--- src/rtl/sdram_test_pkg.sv ---
// sdram_test_pkg: shared widths, FSM states and the 64-bit fill pattern used by the writer and the read-side checker
package sdram_test_pkg;
  localparam int ADDR_W = 29;
  localparam int DATA_W = 64;
  localparam int BURST_W = 8;
  typedef enum logic [1:0] {IDLE, SETUP, BURST, DONE} state_t;
  function automatic logic [DATA_W-1:0] pat(input logic [31:0] seed, input logic [31:0] idx);
    logic [31:0] v;
    v = seed + idx;
    return {v, ~v};
  endfunction
endpackage

--- src/rtl/sdram_burst_writer_if.sv ---
// sdram_burst_writer_if: Avalon-MM burst write bus (address, burstCount, writeData, byteEnable, write, waitRequest)
interface sdram_burst_writer_if;
  import sdram_test_pkg::*;
  logic [ADDR_W-1:0] address;
  logic [BURST_W-1:0] burstCount;
  logic [DATA_W-1:0] writeData;
  logic [7:0] byteEnable;
  logic write;
  logic waitRequest;
  modport master(output address, burstCount, writeData, byteEnable, write, input waitRequest);
  modport slave(input address, burstCount, writeData, byteEnable, write, output waitRequest);
endinterface

--- src/rtl/sdram_burst_planner.sv ---
// sdram_burst_planner: burst length min(remaining, MAX_BURST) and post-burst address (remaining, cur_addr, burst_len -> blen, next_addr)
module sdram_burst_planner
  import sdram_test_pkg::*;
#(
  parameter int MAX_BURST = 16,
  parameter int CNT_W = 24
) (
  input  logic [CNT_W-1:0]   remaining,
  input  logic [ADDR_W-1:0]  cur_addr,
  input  logic [BURST_W-1:0] burst_len,
  output logic [BURST_W-1:0] blen,
  output logic [ADDR_W-1:0]  next_addr
);
  assign blen = remaining < CNT_W'(MAX_BURST) ? remaining[BURST_W-1:0] : BURST_W'(MAX_BURST);
  assign next_addr = cur_addr + ADDR_W'(burst_len);
endmodule

--- src/rtl/sdram_burst_writer.sv ---
// sdram_burst_writer: Avalon burst master filling SDRAM with pat(seed, i); clk/rst, start/start_addr/num_words/seed in, av bus, busy/done/words_written out
module sdram_burst_writer
  import sdram_test_pkg::*;
#(
  parameter int MAX_BURST = 16,
  parameter int CNT_W = 24
) (
  input  logic                 clk,
  input  logic                 rst,
  input  logic                 start,
  input  logic [ADDR_W-1:0]    start_addr,
  input  logic [CNT_W-1:0]     num_words,
  input  logic [31:0]          seed,
  sdram_burst_writer_if.master av,
  output logic                 busy,
  output logic                 done,
  output logic [CNT_W-1:0]     words_written
);
  state_t state, state_nxt;
  logic [ADDR_W-1:0] cur_addr, next_addr;
  logic [CNT_W-1:0] remaining, idx;
  logic [31:0] seed_q;
  logic [BURST_W-1:0] beat, blen;
  logic accept, last;
  assign accept = av.write && !av.waitRequest;
  assign last = beat == av.burstCount - 1'b1;
  sdram_burst_planner #(.MAX_BURST(MAX_BURST), .CNT_W(CNT_W)) u_planner (
    .remaining(remaining),
    .cur_addr(cur_addr),
    .burst_len(av.burstCount),
    .blen(blen),
    .next_addr(next_addr)
  );
  always_ff @(posedge clk or posedge rst)
    if (rst) state <= IDLE;
    else state <= state_nxt;
  // write is decoded from the state register so an async reset drops it at once
  always_comb begin
    state_nxt = state;
    unique case (state)
      IDLE:    state_nxt = start ? SETUP : IDLE;
      SETUP:   state_nxt = remaining == '0 ? DONE : BURST;
      BURST:   state_nxt = accept && last ? SETUP : BURST;
      default: state_nxt = IDLE;
    endcase
    av.write = state == BURST;
    av.byteEnable = {8{av.write}};
    av.writeData = av.write ? pat(seed_q, 32'(idx)) : '0;
    busy = state == SETUP || state == BURST;
    done = state == DONE;
  end
  always_ff @(posedge clk or posedge rst)
    if (rst) begin
      cur_addr <= '0;
      remaining <= '0;
      idx <= '0;
      seed_q <= '0;
      beat <= '0;
      words_written <= '0;
      av.address <= '0;
      av.burstCount <= '0;
    end else begin
      unique case (state)
        IDLE: if (start) begin
          seed_q <= seed;
          cur_addr <= start_addr;
          remaining <= num_words;
          idx <= '0;
          words_written <= '0;
        end
        SETUP: if (remaining != '0) begin
          av.address <= cur_addr;
          av.burstCount <= blen;
          beat <= '0;
        end
        BURST: if (accept) begin
          idx <= idx + 1'b1;
          words_written <= words_written + 1'b1;
          beat <= beat + 1'b1;
          if (last) begin
            cur_addr <= next_addr;
            remaining <= remaining - CNT_W'(av.burstCount);
          end
        end
        default: ;
      endcase
    end
endmodule

--- src/flat_wrapper.sv ---
// flat-port wrapper written by rule: the top's interface ports become plain ports
module sdram_burst_writer_flat import sdram_test_pkg::*;
#(
  parameter int MAX_BURST = 16,
  parameter int CNT_W = 24
)
  (clk, rst, start, start_addr, num_words, seed, busy, done, words_written, av_address, av_burstCount, av_writeData, av_byteEnable, av_write, av_waitRequest);
  sdram_burst_writer_if av_i ();
  input  logic clk;
  input  logic rst;
  input  logic start;
  input  logic [ADDR_W-1:0] start_addr;
  input  logic [CNT_W-1:0] num_words;
  input  logic [31:0] seed;
  output logic busy;
  output logic done;
  output logic [CNT_W-1:0] words_written;
  output wire logic [$bits(av_i.address)-1:0] av_address;
  output wire logic [$bits(av_i.burstCount)-1:0] av_burstCount;
  output wire logic [$bits(av_i.writeData)-1:0] av_writeData;
  output wire logic [$bits(av_i.byteEnable)-1:0] av_byteEnable;
  output wire logic [$bits(av_i.write)-1:0] av_write;
  input wire logic [$bits(av_i.waitRequest)-1:0] av_waitRequest;
  assign av_address = av_i.address;
  assign av_burstCount = av_i.burstCount;
  assign av_writeData = av_i.writeData;
  assign av_byteEnable = av_i.byteEnable;
  assign av_write = av_i.write;
  assign av_i.waitRequest = av_waitRequest;
  sdram_burst_writer #(.MAX_BURST(MAX_BURST), .CNT_W(CNT_W)) u_core (.clk(clk), .rst(rst), .start(start), .start_addr(start_addr), .num_words(num_words), .seed(seed), .av(av_i), .busy(busy), .done(done), .words_written(words_written));
endmodule
--- config.mk ---
export PLATFORM = sky130hd
export DESIGN_NAME = sdram_burst_writer_flat
export DESIGN_NICKNAME = d
export VERILOG_FILES = /design/src/rtl/sdram_test_pkg.sv /design/src/rtl/sdram_burst_writer_if.sv /design/src/rtl/sdram_burst_planner.sv /design/src/rtl/sdram_burst_writer.sv /design/src/flat_wrapper.sv
export SDC_FILE = /design/constraint.sdc
export NUM_CORES = 1
export LEC_CHECK = 0
export ABC_AREA = 1
export CAP_MARGIN = 5
export CORE_UTILIZATION = 40
export CTS_CLUSTER_DIAMETER = 120
export DETAILED_ROUTE_END_ITERATION = 7
export GPL_ROUTABILITY_DRIVEN = 0
export PLACE_DENSITY_LB_ADDON = 0.1
export SETUP_SLACK_MARGIN = 0.02
export SLEW_MARGIN = 10
export SYNTH_ARGS = -nofsm -noshare
export SYNTH_HDL_FRONTEND = slang
export SYNTH_SLANG_ARGS = --single-unit
--- constraint.sdc ---
create_clock -name clk -period 5.65 [get_ports clk]
set_input_delay 1.13 -clock clk [delete_from_list [all_inputs] [get_ports clk]]
set_output_delay 1.13 -clock clk [all_outputs]
set_load 0.005 [all_outputs]
; Yosys cells after proc, flatten, opt, wreduce, memory -nomap -nowiden
; Cells that the tools add are included.
; W data, S select, Z words.
[word_totals]
reg_bits = 180
word_cells = 62
[op_classes]
magnitude_cmp = 1
mux = 22
eq_ne = 8
reduce_logical = 14
n_bitwise = 1
n_addsub = 7
[ops]
columns = op, n
row1 = $mux W24, 6
row2 = $pmux W24 S2, 3
row3 = $mux W29, 3
row4 = $mux W64, 1
row5 = $pmux W29 S2, 1
row6 = $add A24 B1 Y24 const B, 2
row7 = $add A32 B24 Y32, 1
row8 = $not A32 Y32, 1
row9 = $add A29 B8 Y29, 1
row10 = $logic_not A24 Y1, 1
row11 = $lt A24 B5 Y1 const B, 1
row12 = $mux W8, 3
row13 = $reduce_bool A24 Y1, 1
row14 = $sub A24 B8 Y24, 1
row15 = $pmux W8 S2, 1
row16 = $add A8 B1 Y8 const B, 1
row17 = $eq A8 B8 Y1, 1
row18 = $ne A2 B2 Y1 const B, 4
row19 = $sub A8 B1 Y8 const B, 1
row20 = $pmux W2 S3, 1
row21 = $reduce_and A3 Y1, 2
row22 = $eq A2 B2 Y1 const B, 2
row23 = $reduce_and A2 Y1, 2
row24 = $reduce_and A4 Y1, 1
row25 = other kinds (8), 11

; Logic depth before layout (Yosys ltp)
[depth]
word_depth = 5
mapped_depth = 17

; By module
; A second synthesis with hierarchy kept.
[hier_totals]
hier_cells = 2168
area_unflattened_um2 = 13674.4
[by_module_without_submodules]
columns = mod, seq_area_each_um2, area_per_inst_um2, n_inst, cells_each
row1 = sdram_burst_writer, 4504.3, 12298.0, 1, 1884
row2 = sdram_burst_planner, 0.0, 1376.3, 1, 284

; Worst setup path after synthesis
; No wires, ideal clock.
[synth_timing]
path_type = reg2out
startpoint = register u_core.idx[0]
endpoint = output av_writeData[56]
n_path_buf = 0
t_required_ps = 4520
t_arrival_ps = 1933
path_stages_with_launch = 13
setup_slack_ps = 2587
cell_sequence = dfrtp_1 ha_1 fa_1 nand2_1 nand2_1 o21ai_0 inv_1 nand2_1 nand2_1 nand2_1 nand3_1 xor2_1 and2_1
[synth_via]
elab_chain_cells = 2
[synth_rtl]
columns = element, line
row1 = "start, declared", sdram_burst_writer.sv:21  ; logic [CNT_W-1:0] remaining, idx;
row2 = "start signal, assigned", sdram_burst_writer.sv:77  ; idx <= idx + 1'b1;
row3 = $add A32 B24 Y32, sdram_test_pkg.sv:9  ; v = seed + idx;
row4 = $mux W64, sdram_burst_writer.sv:48  ; av.writeData = av.write ? pat(seed_q, 32'(idx)) : '0;
row5 = "end, declared", flat_wrapper.sv:20  ; output wire logic [$bits(av_i.writeData)-1:0] av_writeData;
; No other way between the ends.

; Worst setup path after layout
[layout_timing]
startpoint = register u_core.idx[0]
endpoint = output av_writeData[62]
; Same word-level chain as after synthesis.

==> out/results.ini <==
[setup_path]
worst_setup_path_start_kind=register
ff2ff_setup_slack_ns=1.76
reg2reg_to=u_core.cur_addr[13]$_DFFE_PP0P_
cpMaxStageDelayCell=clkdlybuf4s50_1
setup.worst_path.end_class=primary output
r2r_start=u_core.state[0]$_DFF_PP0_
crit_fanout=4
crit_chain=ha_1 > fa_1 > nand2_1 > nand2_1 > o21ai_0 > o21ai_0 > nand2_1 > nand2_1 > nand2_1 > nand3_1 > a21oi_1 > clkdlybuf4s50_1
max_stage_delay_ns=0.53
r2r_cells=9
crit_arrival_ns=3.27
cp_common_cell=nand2_1
required_ns=4.52
path_class=reg2out

[floorplan]
die_width_um=184.2
io_pins=225
core_area_mm2=0.03262
rows=66
start_util_pct=40.69
die_h_um=184.2
die_area_mm2=0.03392

[timing]
finClkSkew_ns=0.01586
hold_viol=0
drv_slew=0
max-slew-margin-rel_pct=28.31
timing.fmax_ghz=0.2271
period_minus_slack_ns=4.403
setup_viol=0
setup_tns_ns=0
tightestPinTransition_ns=1.071
rsz0062_at_grt=no
fin_crit_sh_pct=77.92

[logic_synthesis]
synth_flop_cell=dfrtp_1
synth_nets=2215
ys_ff_latch=180
synth_area_per_cell_um2=6.397
ys_async_sr_fraction_pct=100.0
seq_area_frac_synth_pct=33.93
syn-cell-area_mm2=0.01327
synthCells=2075
synth_edf_count=0
synth_warnings=0
ys_types=51

[grt]
grt_usage_pct=24.91
grt-ovfl-total=0
grt_start_max_net_pins=123
grt_first_pass_wirelength_um=66790
grt_pass1_vias=12980
antenna_found_initial=3

[route]
wl_um=41270
via_count=13870
initialDrtViolationCount=1083
drt_pass1_iterations=6
route.detailed.drc=0
avgRoutedWirePerCell_um=15.18
routed_via_density=5.101
ant_nets=0

[worst_hold_path]
worstHoldPathCells=1
hp-class=reg2reg
min-delay-start=u_core.words_written[23]$_DFFE_PP0P_
whs_endpoint=u_core.words_written[23]$_DFFE_PP0P_

[power]
power.density_mw_per_mm2=420.5
ir_worst_vdd_mv=0.2988
p_leak_uw=0.008190
finalPower_uw=6904

[clock_tree]
root_buffer=clkbuf_16
clkTransAtPathRegs_ns=0.07
clk_latency_ns=0.45
cts-hold-fix-buffers=0
cts_sinks=180
post-cts-setup-buffers=0
cts_tree=built
h-tree-depth=4
cts_resized=0
cts_max_path_buffers=2
cts_made_buffers=17

[placed_design]
hpwlAfterDp_um=30670
port_buffers=224

[finish]
final_util_pct=50.34
syn_to_final_growth_pct=23.71
nNetsFinal=2401
drive_above_1_share_pct=3.518
fillers=3300
final_common_cell=nand2_1
layout_common_cells=nand2_1 (783), clkdlybuf4s50_1 (224), inv_1 (223)

[status]
status=complete, no violations

[flow_run]
maxCapViolations=0

-- cells by family after synthesis --
kind of cell               count (synthesis)  share of synthesized area [%]
AOI/OAI and AO/OA                        192                          7.927
xor gates and xnor gates                  32                          2.111
adders and majority gates                 51                          4.977
buffers and inverters                    294                          9.200
DFF                                      180                          33.93
and+or+nand+nor                         1326                          41.85
-- metrics by stage --
step                area [µm²]  hold WS (ns)  cells  setup WS (ns)
finish                   16420        0.4643   2719          1.247
global route             16420        0.4868   2719         0.9290
global placement         15810        0.4613   2684          1.737
CTS                      16410        0.4706   2716          1.168
detailed placement       15810        0.4604   2684          1.695
floorplan                13280        0.4553   2075          2.211
-- cell type report --
type                    instances  area, µm²  share of cell area (%)
multi-input cells            1601       7561                   46.05
inverters                     228      864.6                   5.265
well taps                     442      553.0                   3.368
clock buffers                  18      439.2                   2.674
flip-flops and latches        180       4504                   27.43
clock inverters                14      168.9                   1.029
diodes                          3      7.507                 0.04572
repair buffers                233       2322                   14.14
-- sequential cells by signal, indices dropped and copies added (netlist names) --
register              cells
u_core.av.address        29
u_core.av.burstCount      8
u_core.beat               8
u_core.cur_addr          29
u_core.idx               24
u_core.remaining         24
u_core.seed_q            32
u_core.state              2
u_core.words_written     24
-- how the worst max path moves through the flow --
stage                     cells after the start  slack (ns)                      start                          endpoint
final                                        12        1.25  u_core.idx[0]$_DFFE_PP0P_                  av_writeData[62]
after global routing                         14        0.93  u_core.idx[0]$_DFFE_PP0P_                  av_writeData[30]
after global placement                       14        1.74  u_core.idx[0]$_DFFE_PP0P_                  av_writeData[30]
after CTS                                    14        1.17  u_core.idx[0]$_DFFE_PP0P_                  av_writeData[30]
after detailed placement                     14        1.70  u_core.idx[0]$_DFFE_PP0P_                  av_writeData[30]
after floorplan                               1        2.21                        rst  u_core.av.address[0]$_DFFE_PP0P_
-- report_power, final --
part	switching (µW)	internal, µW	leakage, µW	total (µW)
logic	2170	1390	0.00554	3550
clock network	578	679	0.000298	1260
registers	407	1680	0.00235	2090
-- cell usage after synthesis, types with 2 or more instances --
master    count  share of area (%)
nand2_1     783                 22
xnor2_1       7               0.46
nor2_1      217                6.1
buf_1         5               0.14
inv_1       224                6.3
nand3b_1      2               0.11
nand4_1      36                1.7
nor3b_1       2               0.11
nand2_4       2               0.17
and3_1        4               0.19
o21ai_2       5               0.33
dfrtp_1     180                 34
buf_6         6               0.51
inv_2         3              0.085
and2_1        7               0.33
o21ai_1       3               0.11
o22ai_1       2              0.094
or2_2        10               0.47
o21a_1        4               0.23
nand2_2       4               0.19
buf_4        15               0.85
nor3_2        2               0.15
nor3_1       29                1.1
ha_1         48                4.5
nor2_2        4               0.19
a31oi_1       5               0.24
a21oi_1      74                2.8
clkbuf_1     29               0.82
xor2_1       25                1.6
fa_1          3               0.45
nand3_1     210                7.9
buf_2        11               0.41
nor4_1       10               0.47
o21ai_0      87                3.3
-- routing by layer --
metal	share of wire (%)	routed length (µm)	global-route usage [%]
met1	45	18490	32.14
met2	48	19850	42.79
met3	4.3	1761	2.924
met4	2.8	1163	9.033
met5	0	0	0
-- worst max-delay path, delay by kind of cell, from the launching register on --
| family | cells | cell delay, ns |
|---|---|---|
| AOI/OAI and AO/OA | 3 | 0.62 |
| adders and majority gates | 2 | 0.65 |
| buffers and inverters | 1 | 0.53 |
| DFF | 1 | 0.42 |
| and+or+nand+nor | 6 | 0.61 |
Note: power is estimated with default switching activity, not from simulation.
